<file path="config.mk">
export PLATFORM = sky130hd
export DESIGN_NAME = uart_rx_fifo
export DESIGN_NICKNAME = d
export VERILOG_FILES = /design/src/rtl/uart_pkg.sv /design/src/rtl/uart_fifo_mem.sv /design/src/rtl/uart_rx_fifo.sv
export SDC_FILE = /design/constraint.sdc
export NUM_CORES = 1
export LEC_CHECK = 0
export ABC_AREA = 1
export CORE_ASPECT_RATIO = 1.1
export CORE_UTILIZATION = 45
export DETAILED_ROUTE_END_ITERATION = 8
export SETUP_SLACK_MARGIN = 0.15
export SLEW_MARGIN = 20
export SYNTH_ARGS = -nofsm -noshare
export SYNTH_HDL_FRONTEND = slang
export SYNTH_SLANG_ARGS = --single-unit
</file>
<file path="constraint.sdc">
create_clock -name clk -period 5.4 [get_ports clk]
set_input_delay 1.08 -clock clk [delete_from_list [all_inputs] [get_ports clk]]
set_output_delay 1.08 -clock clk [all_outputs]
set_load 0.05 [all_outputs]
</file>
<file path="src/rtl/uart_pkg.sv">
// Shared types and default sizes for the UART receive FIFO.
package uart_pkg;

  localparam int UART_DATA_W     = 8;
  localparam int UART_FIFO_DEPTH = 16;

  // Per-frame error tags reported by the receiver.
  typedef struct packed {
    logic parity_err;
    logic framing_err;
  } uart_tags_t;

  localparam int UART_TAG_W = $bits(uart_tags_t);

  // One stored entry at the default character width: data plus error tags.
  typedef struct packed {
    logic [UART_DATA_W-1:0] data;
    uart_tags_t             tags;
  } uart_entry_t;

endpackage

</file>
<file path="src/rtl/uart_fifo_mem.sv">
// Storage array for the UART receive FIFO.
// Writes are synchronous. Reads are asynchronous, which gives fall-through behaviour at the head.
module uart_fifo_mem
  import uart_pkg::*;
#(
  parameter int WIDTH = UART_DATA_W,
  parameter int DEPTH = UART_FIFO_DEPTH,
  localparam int AW   = $clog2(DEPTH)
) (
  input  logic             clk,
  input  logic             we_i,
  input  logic [AW-1:0]    waddr_i,
  input  logic [WIDTH-1:0] wdata_i,
  input  logic [AW-1:0]    raddr_i,
  output logic [WIDTH-1:0] rdata_o
);

  logic [WIDTH-1:0] mem_q [DEPTH];

  // Write the pushed entry at the write pointer.
  always_ff @(posedge clk) begin
    if (we_i) begin
      mem_q[waddr_i] <= wdata_i;
    end
  end

  assign rdata_o = mem_q[raddr_i];

endmodule

</file>
<file path="src/rtl/uart_rx_fifo.sv">
// UART receive FIFO with a first-word fall-through read side.
// A push happens only on the rising edge of done. Pushes that arrive while the FIFO is full, with no pop in the same cycle, are dropped and set a sticky overflow flag.
// Optional macro UART_RX_ERR_TAG_EN: when defined, each entry also stores its parity and framing error tags.
// When the macro is undefined, frames with either error bit set are discarded, and the tag outputs read 0.
module uart_rx_fifo
  import uart_pkg::*;
#(
  parameter int DATA_WIDTH = UART_DATA_W,
  parameter int DEPTH      = UART_FIFO_DEPTH,
  localparam int AW        = $clog2(DEPTH),
  localparam int CW        = AW + 1
) (
  input  logic                  clk,
  input  logic                  rst,
  input  logic                  done,
  input  logic [DATA_WIDTH-1:0] data_out,
  input  logic                  parity_error,
  input  logic                  framing_error,
  input  logic                  rd_ready,
  input  logic                  clr_ovf,
  output logic                  rd_valid,
  output logic [DATA_WIDTH-1:0] rd_data,
  output logic                  rd_parity_err,
  output logic                  rd_framing_err,
  output logic [CW-1:0]         count,
  output logic                  full,
  output logic                  empty,
  output logic                  overflow
);

`ifdef UART_RX_ERR_TAG_EN
  localparam int ENTRY_W = DATA_WIDTH + UART_TAG_W;
`else
  localparam int ENTRY_W = DATA_WIDTH;
`endif

  logic          done_q;
  logic [AW-1:0] wr_ptr_q, wr_ptr_d;
  logic [AW-1:0] rd_ptr_q, rd_ptr_d;
  logic [CW-1:0] count_q, count_d;
  logic          overflow_q, overflow_d;

  logic               push_req;
  logic               push_ok;
  logic               pop;
  logic               ovf_set;
  logic [ENTRY_W-1:0] wr_entry;
  logic [ENTRY_W-1:0] rd_entry;

  assign empty    = (count_q == '0);
  assign full     = (count_q == CW'(DEPTH));
  assign rd_valid = !empty;
  assign count    = count_q;
  assign overflow = overflow_q;

  assign pop = rd_valid && rd_ready;

`ifdef UART_RX_ERR_TAG_EN
  uart_tags_t wr_tags;
  uart_tags_t rd_tags;

  assign wr_tags.parity_err  = parity_error;
  assign wr_tags.framing_err = framing_error;
  assign push_req            = done && !done_q;
  assign wr_entry            = {data_out, wr_tags};
  assign rd_tags             = rd_entry[UART_TAG_W-1:0];
  assign rd_data             = rd_entry[ENTRY_W-1 -: DATA_WIDTH];
  assign rd_parity_err       = rd_tags.parity_err;
  assign rd_framing_err      = rd_tags.framing_err;
`else
  // A corrupted frame is treated as if it never arrived, so it cannot cause an overflow either.
  assign push_req       = done && !done_q && !parity_error && !framing_error;
  assign wr_entry       = data_out;
  assign rd_data        = rd_entry;
  assign rd_parity_err  = 1'b0;
  assign rd_framing_err = 1'b0;
`endif

  // A concurrent pop frees the slot, so a push is accepted even when the FIFO is full.
  assign push_ok = push_req && (!full || pop);
  assign ovf_set = push_req && full && !pop;

  uart_fifo_mem #(
    .WIDTH(ENTRY_W),
    .DEPTH(DEPTH)
  ) u_mem (
    .clk    (clk),
    .we_i   (push_ok),
    .waddr_i(wr_ptr_q),
    .wdata_i(wr_entry),
    .raddr_i(rd_ptr_q),
    .rdata_o(rd_entry)
  );

  // Next-state logic for the pointers, the occupancy and the sticky overflow flag.
  always_comb begin
    wr_ptr_d   = wr_ptr_q;
    rd_ptr_d   = rd_ptr_q;
    count_d    = count_q;
    overflow_d = overflow_q;
    if (push_ok) begin
      wr_ptr_d = wr_ptr_q + AW'(1);
    end
    if (pop) begin
      rd_ptr_d = rd_ptr_q + AW'(1);
    end
    if (push_ok && !pop) begin
      count_d = count_q + CW'(1);
    end else if (pop && !push_ok) begin
      count_d = count_q - CW'(1);
    end
    // A new overflow wins over a clear in the same cycle.
    if (ovf_set) begin
      overflow_d = 1'b1;
    end else if (clr_ovf) begin
      overflow_d = 1'b0;
    end
  end

  // State registers.
  // The edge detector resets to 1, so a done that is already high when reset is released does not push.
  always_ff @(posedge clk) begin
    if (rst) begin
      done_q     <= 1'b1;
      wr_ptr_q   <= '0;
      rd_ptr_q   <= '0;
      count_q    <= '0;
      overflow_q <= 1'b0;
    end else begin
      done_q     <= done;
      wr_ptr_q   <= wr_ptr_d;
      rd_ptr_q   <= rd_ptr_d;
      count_q    <= count_d;
      overflow_q <= overflow_d;
    end
  end

endmodule

</file>
# After elaboration in Yosys (flattened, before gate mapping)
# Memory sizes are Yosys's and may differ from the RTL's. A register that Yosys moved wholly into a read port is not among the register bits.
# Cells that the tools add are included.
# W data, S select, Z words.
[word_totals]
reg_bits = 15
mem_bits_rw = 128
in_bits = 15
output_inout_bits = 19
n_memories = 1
[op_classes]
add_sub_neg = 4
eq_ne = 1
muxes = 8
n_reduce_logical = 20
[mem_list]
columns = ["memory", "depth", "width", "rd", "rd_clocked_by_memory_dff", "write_ports", "line_no", "source"]
rows = [
  ["u_mem.mem_q", 16, 8, 1, 1, 1, "uart_fifo_mem.sv:18", "logic [WIDTH-1:0] mem_q [DEPTH];"],
]
[op_table]
columns = ["cell", "count"]
rows = [
  ["$mux W5", 2],
  ["$logic_and A1 B1 Y1", 9],
  ["$add A4 B1 Y4 const B", 2],
  ["$mux W4", 2],
  ["$logic_not A1 Y1", 7],
  ["$add A5 B1 Y5 const B", 1],
  ["$eq A5 B5 Y1 const B", 1],
  ["$logic_not A5 Y1", 1],
  ["$sub A5 B1 Y5 const B", 1],
  ["$mux W1", 4],
  ["$reduce_bool A2 Y1", 2],
  ["$logic_or A1 B1 Y1", 1],
]

# Depth between registers and ports, before layout
[depth]
word_depth = 9
ltp_mapped = 15
depth_no_buf = 15

# Modules after synthesis
# Synthesis repeated with hierarchy kept, for this count alone.
[unflattened]
hier_cells = 665
hier_area_um2 = 6516.2
[modules_own_cells]
columns = ["mod", "instances", "cells_per_inst", "area_each_um2", "seq_area_each_um2"]
rows = [
  ["uart_fifo_mem", 1, 543, 5606.6, 3843.7],
  ["uart_rx_fifo", 1, 122, 909.6, 300.3],
]

# Least setup slack after synthesis
# OpenSTA, ideal clock, no wires.
[synth_timing]
path_type = "register -> output"
start = "reg count_q[2], in the netlist count[2]"
end = "out empty"
t_arrival_ns = 1.711
required_ns = 4.320
slack_ns = 2.609
path_stages_with_launch = 4
path_buffers = 0
cell_sequence = "dfxtp_1 nor2_1 nand3_1 inv_1"
[synth_via]
elab_chain_len = 1
[synth_lines]
columns = ["element", "line_no", "source"]
rows = [
  ["start, declared", "uart_rx_fifo.sv:40", "logic [CW-1:0] count_q, count_d;"],
  ["start signal, assigned", "uart_rx_fifo.sv:133", "count_q <= count_d;"],
  ["$logic_not A5 Y1", "uart_rx_fifo.sv:50", "assign empty = (count_q == '0);"],
  ["end, declared", "uart_rx_fifo.sv:27", "output logic empty,"],
]
# No other way between the ends.

==> run_results.csv <==
group,metric,value,unit
status,status,"complete, no violations",
cells_and_area,fillerInstances,1226,
floorplanning,die_area,14500,µm²
global_route,grt_pass1_wl,22600,µm
yosys,synth_seq_cells,147,
timing,clock.fmax,0.247,GHz
floorplanning,io_pins,34,
cells_and_area,final_util,53.8,%
floorplanning,die_h,126,µm
setup_path,end_kind,"output pin",
setup_path,crit_required,4.32,ns
power_and_ir_drop,swShare,35.1,%
timing,final.setup_skew,0.00567,ns
clock_network,cts_sinks,147,
yosys,synth_area_leaders,"edfxtp_1 (61%), nand2_1 (9.7%), dfxtp_1 (6.0%)",
cells_and_area,drive_gt1_share,8.53,%
place,dp_hpwl,8650,µm
route,via_per_inst,5.17,
power_and_ir_drop,p_per_area,485,nW/µm²
clock_network,cts_max_path_buffers,2,
floorplanning,initial_core_util,46.0,%
route,drt_iter0_drc,398,
floorplanning,chipWidth,115,µm
yosys,yosysWarnings,0,
setup_path,worst_setup_path_start_kind,"flop",
floorplanning,std_cell_rows,45,
clock_network,hold_buffers,0,
yosys,syn_area,6320,µm²
clock_network,cts_resized,0,
clock_network,h-tree-depth,4,
place,dp_cells,802,
power_and_ir_drop,leakagePower,2.82,nW
timing,drv_slew,0,
clock_network,insertion_delay,0.43,ns
timing,rsz0062_at_grt,"no",
place,gp_congestion,0.783,
yosys,ys_seq_area_share,66.9,%
timing,tns,0,ns
timing,min_period,4.04,ns
clock_network,cts_buffers,17,
clock_network,tritoncts,"done",
timing,hold_viol_final,0,
route,drc_errors,0,
timing,finalCritPeriodShare,74.9,%
global_route,grt_overflow,0,
clock_network,cts_root_buf,"clkbuf_16",
route,first_pass_iters,4,
global_route,grt_max_degree,76,
setup_path,critPathArrivalTime,2.96,ns
global_route,grt_usage,21.5,%
yosys,synth_top_area_share,60.8,%
power_and_ir_drop,intPower,2.33,mW
yosys,synth_cell_types,28,
worst_hold_path,hold_path_class,"reg -> reg",
run,cap_violations,0,
power_and_ir_drop,peakVddDrop,0.491,mV
power_and_ir_drop,pwr-share-clk,31.9,%
route,vias,4309,
cells_and_area,final_cell_count_no_fill,833,
route,wirelength,14200,µm
power_and_ir_drop,switchingPower,1.26,mW
timing,worst_slew_pin_slew,1.10,ns
yosys,avgSynthCellArea,10.5,µm²
cells_and_area,nets,658,
power_and_ir_drop,p_seq_share,36.4,%
yosys,syn_inst,603,
power_and_ir_drop,p_comb_share,31.7,%
global_route,grt_pass1_vias,4183,
cells_and_area,syn_to_final_growth,17.1,%
place,port_buffers,31,
route,wl_per_cell,17.1,µm
timing,slew_headroom,26.4,%
floorplanning,core_area,13700,µm²
setup_path,path_max_fanout,53,
yosys,synth_top_cell_by_area,"edfxtp_1",
route,ant_nets,0,
timing,setup_viol,0,
setup_path,path_class,"reg -> out",
global_route,antenna_found_initial,0,
cells_and_area,diodes,0,
clock_network,clk_pin_slew,0.05,ns
clock_network,postCtsSetupRepairBufs,0,
-- power by group through the flow --
stage	Clock (mW)	Combinational, mW	Sequential [mW]
2_1_floorplan	0	0.764	1.38
3_3_place_gp	0	1.13	1.33
3_5_place_dp	0	1.14	1.33
4_1_cts	1.16	1.14	1.31
5_1_grt	1.21	1.26	1.31
6_report	1.14	1.14	1.31
-- kinds of logic after synthesis --
| family | after synthesis | share of synthesized area, % |
|---|---|---|
| simple gates | 314 | 20.8 |
| compound gates | 45 | 4.00 |
| xor+xnor | 4 | 0.555 |
| flops | 147 | 66.9 |
| buf+inv | 82 | 5.64 |
| fa+ha+maj | 10 | 2.10 |
| other cells | 1 | 0.0594 |
-- synthesized netlist by cell type --
cell	count
xor2_1	3
xnor2_1	1
buf_1	1
nand3b_1	1
nor2_1	61
edfxtp_1	128
nand3_1	64
buf_4	8
nor2_2	1
inv_2	2
a21oi_1	8
ha_1	9
o21ai_0	22
nand2_2	2
o211ai_1	11
clkbuf_1	10
nor3_1	16
buf_6	1
conb_1	1
nor3_4	1
or2_2	2
nand2_1	164
buf_2	9
dfxtp_1	19
fa_1	1
inv_1	51
nand4_1	2
o21ai_1	4
-- critical path, stage by stage, from the launching register on --
cell	delay [ns]
dfxtp_1	0.29
buf_4	0.18
inv_2	0.69
o211ai_1	0.20
nand3_1	0.16
nand3_1	0.10
nand2_1	0.10
clkdlybuf4s50_1	0.80
-- final cells by class --
class                      instances  area, µm²  share of cell area, %
clock buffer                      18        429                   5.80
clock inverter                    13        143                   1.93
tap                              188        235                   3.18
inverter                          53        199                   2.69
multi-input combinational        375       1800                   24.3
timing repair buffer              39        370                   5.01
sequential                       147       4230                   57.1
-- path summary, 6_finish.rpt --
kind / start / endpoint / slack [ns] / depth (start not counted)
hold / removal: overflow / overflow / 0.47 / 2
setup / recovery: flop / rd_data[5] / 1.36 / 7
hold reg to reg: overflow / overflow / 0.47 / 2
setup reg to reg: count[2] / count[4] / 2.72 / 13
-- placed cells by master, fill, tap and decap left out --
cell	n
nand2_1	164
edfxtp_1	128
nand3_1	64
nor2_1	61
inv_1	51
clkdlybuf4s50_1	31
o21ai_0	22
dfxtp_1	18
clkbuf_16	17
o211ai_1	11
nor3_2	11
ha_1	9
a21oi_1	8
buf_4	8
nor3_1	5
clkinv_2	5
o21ai_1	4
xor2_1	3
bufinv_16	3
clkinv_1	3
nand4_1	2
nand2_2	2
inv_2	2
or2_2	2
conb_1	2
nor2_2	1
nor3_4	1
nand3b_1	1
xnor2_1	1
fa_1	1
dfxtp_2	1
clkinvlp_4	1
clkbuf_1	1
clkinv_4	1
-- state kept, by name (all words and copies together), names as in the netlist, named ones only --
name	flops
done_q	1
u_mem.mem_q	128
count	5
overflow	1
rd_ptr_q	4
wr_ptr_q	4
-- stage by stage --
stage	cell area, µm²	worst slack, ns	hold slack [ns]	power, mW
after floorplan	6320	2.61	0.470	2.15
after global placement	6830	1.79	0.456	2.46
after detailed placement	6830	1.70	0.465	2.47
after CTS	7400	1.32	0.475	3.61
after global routing	7400	1.17	0.493	3.78
final	7400	1.36	0.467	3.59
-- routing by layer --
layer  vias to the layer above  wire length, µm  part of all wire (%)  GRT usage [%]
met5                         -                0                     0              0
met4                         0              308                   2.2           9.09
met3                        25              768                   5.4           5.49
met2                       114             6830                    48           34.3
met1                      2087             6330                    44           27.8
li1                       2083                -                     -              -
No activity file was read; power rests on OpenSTA's default activity.
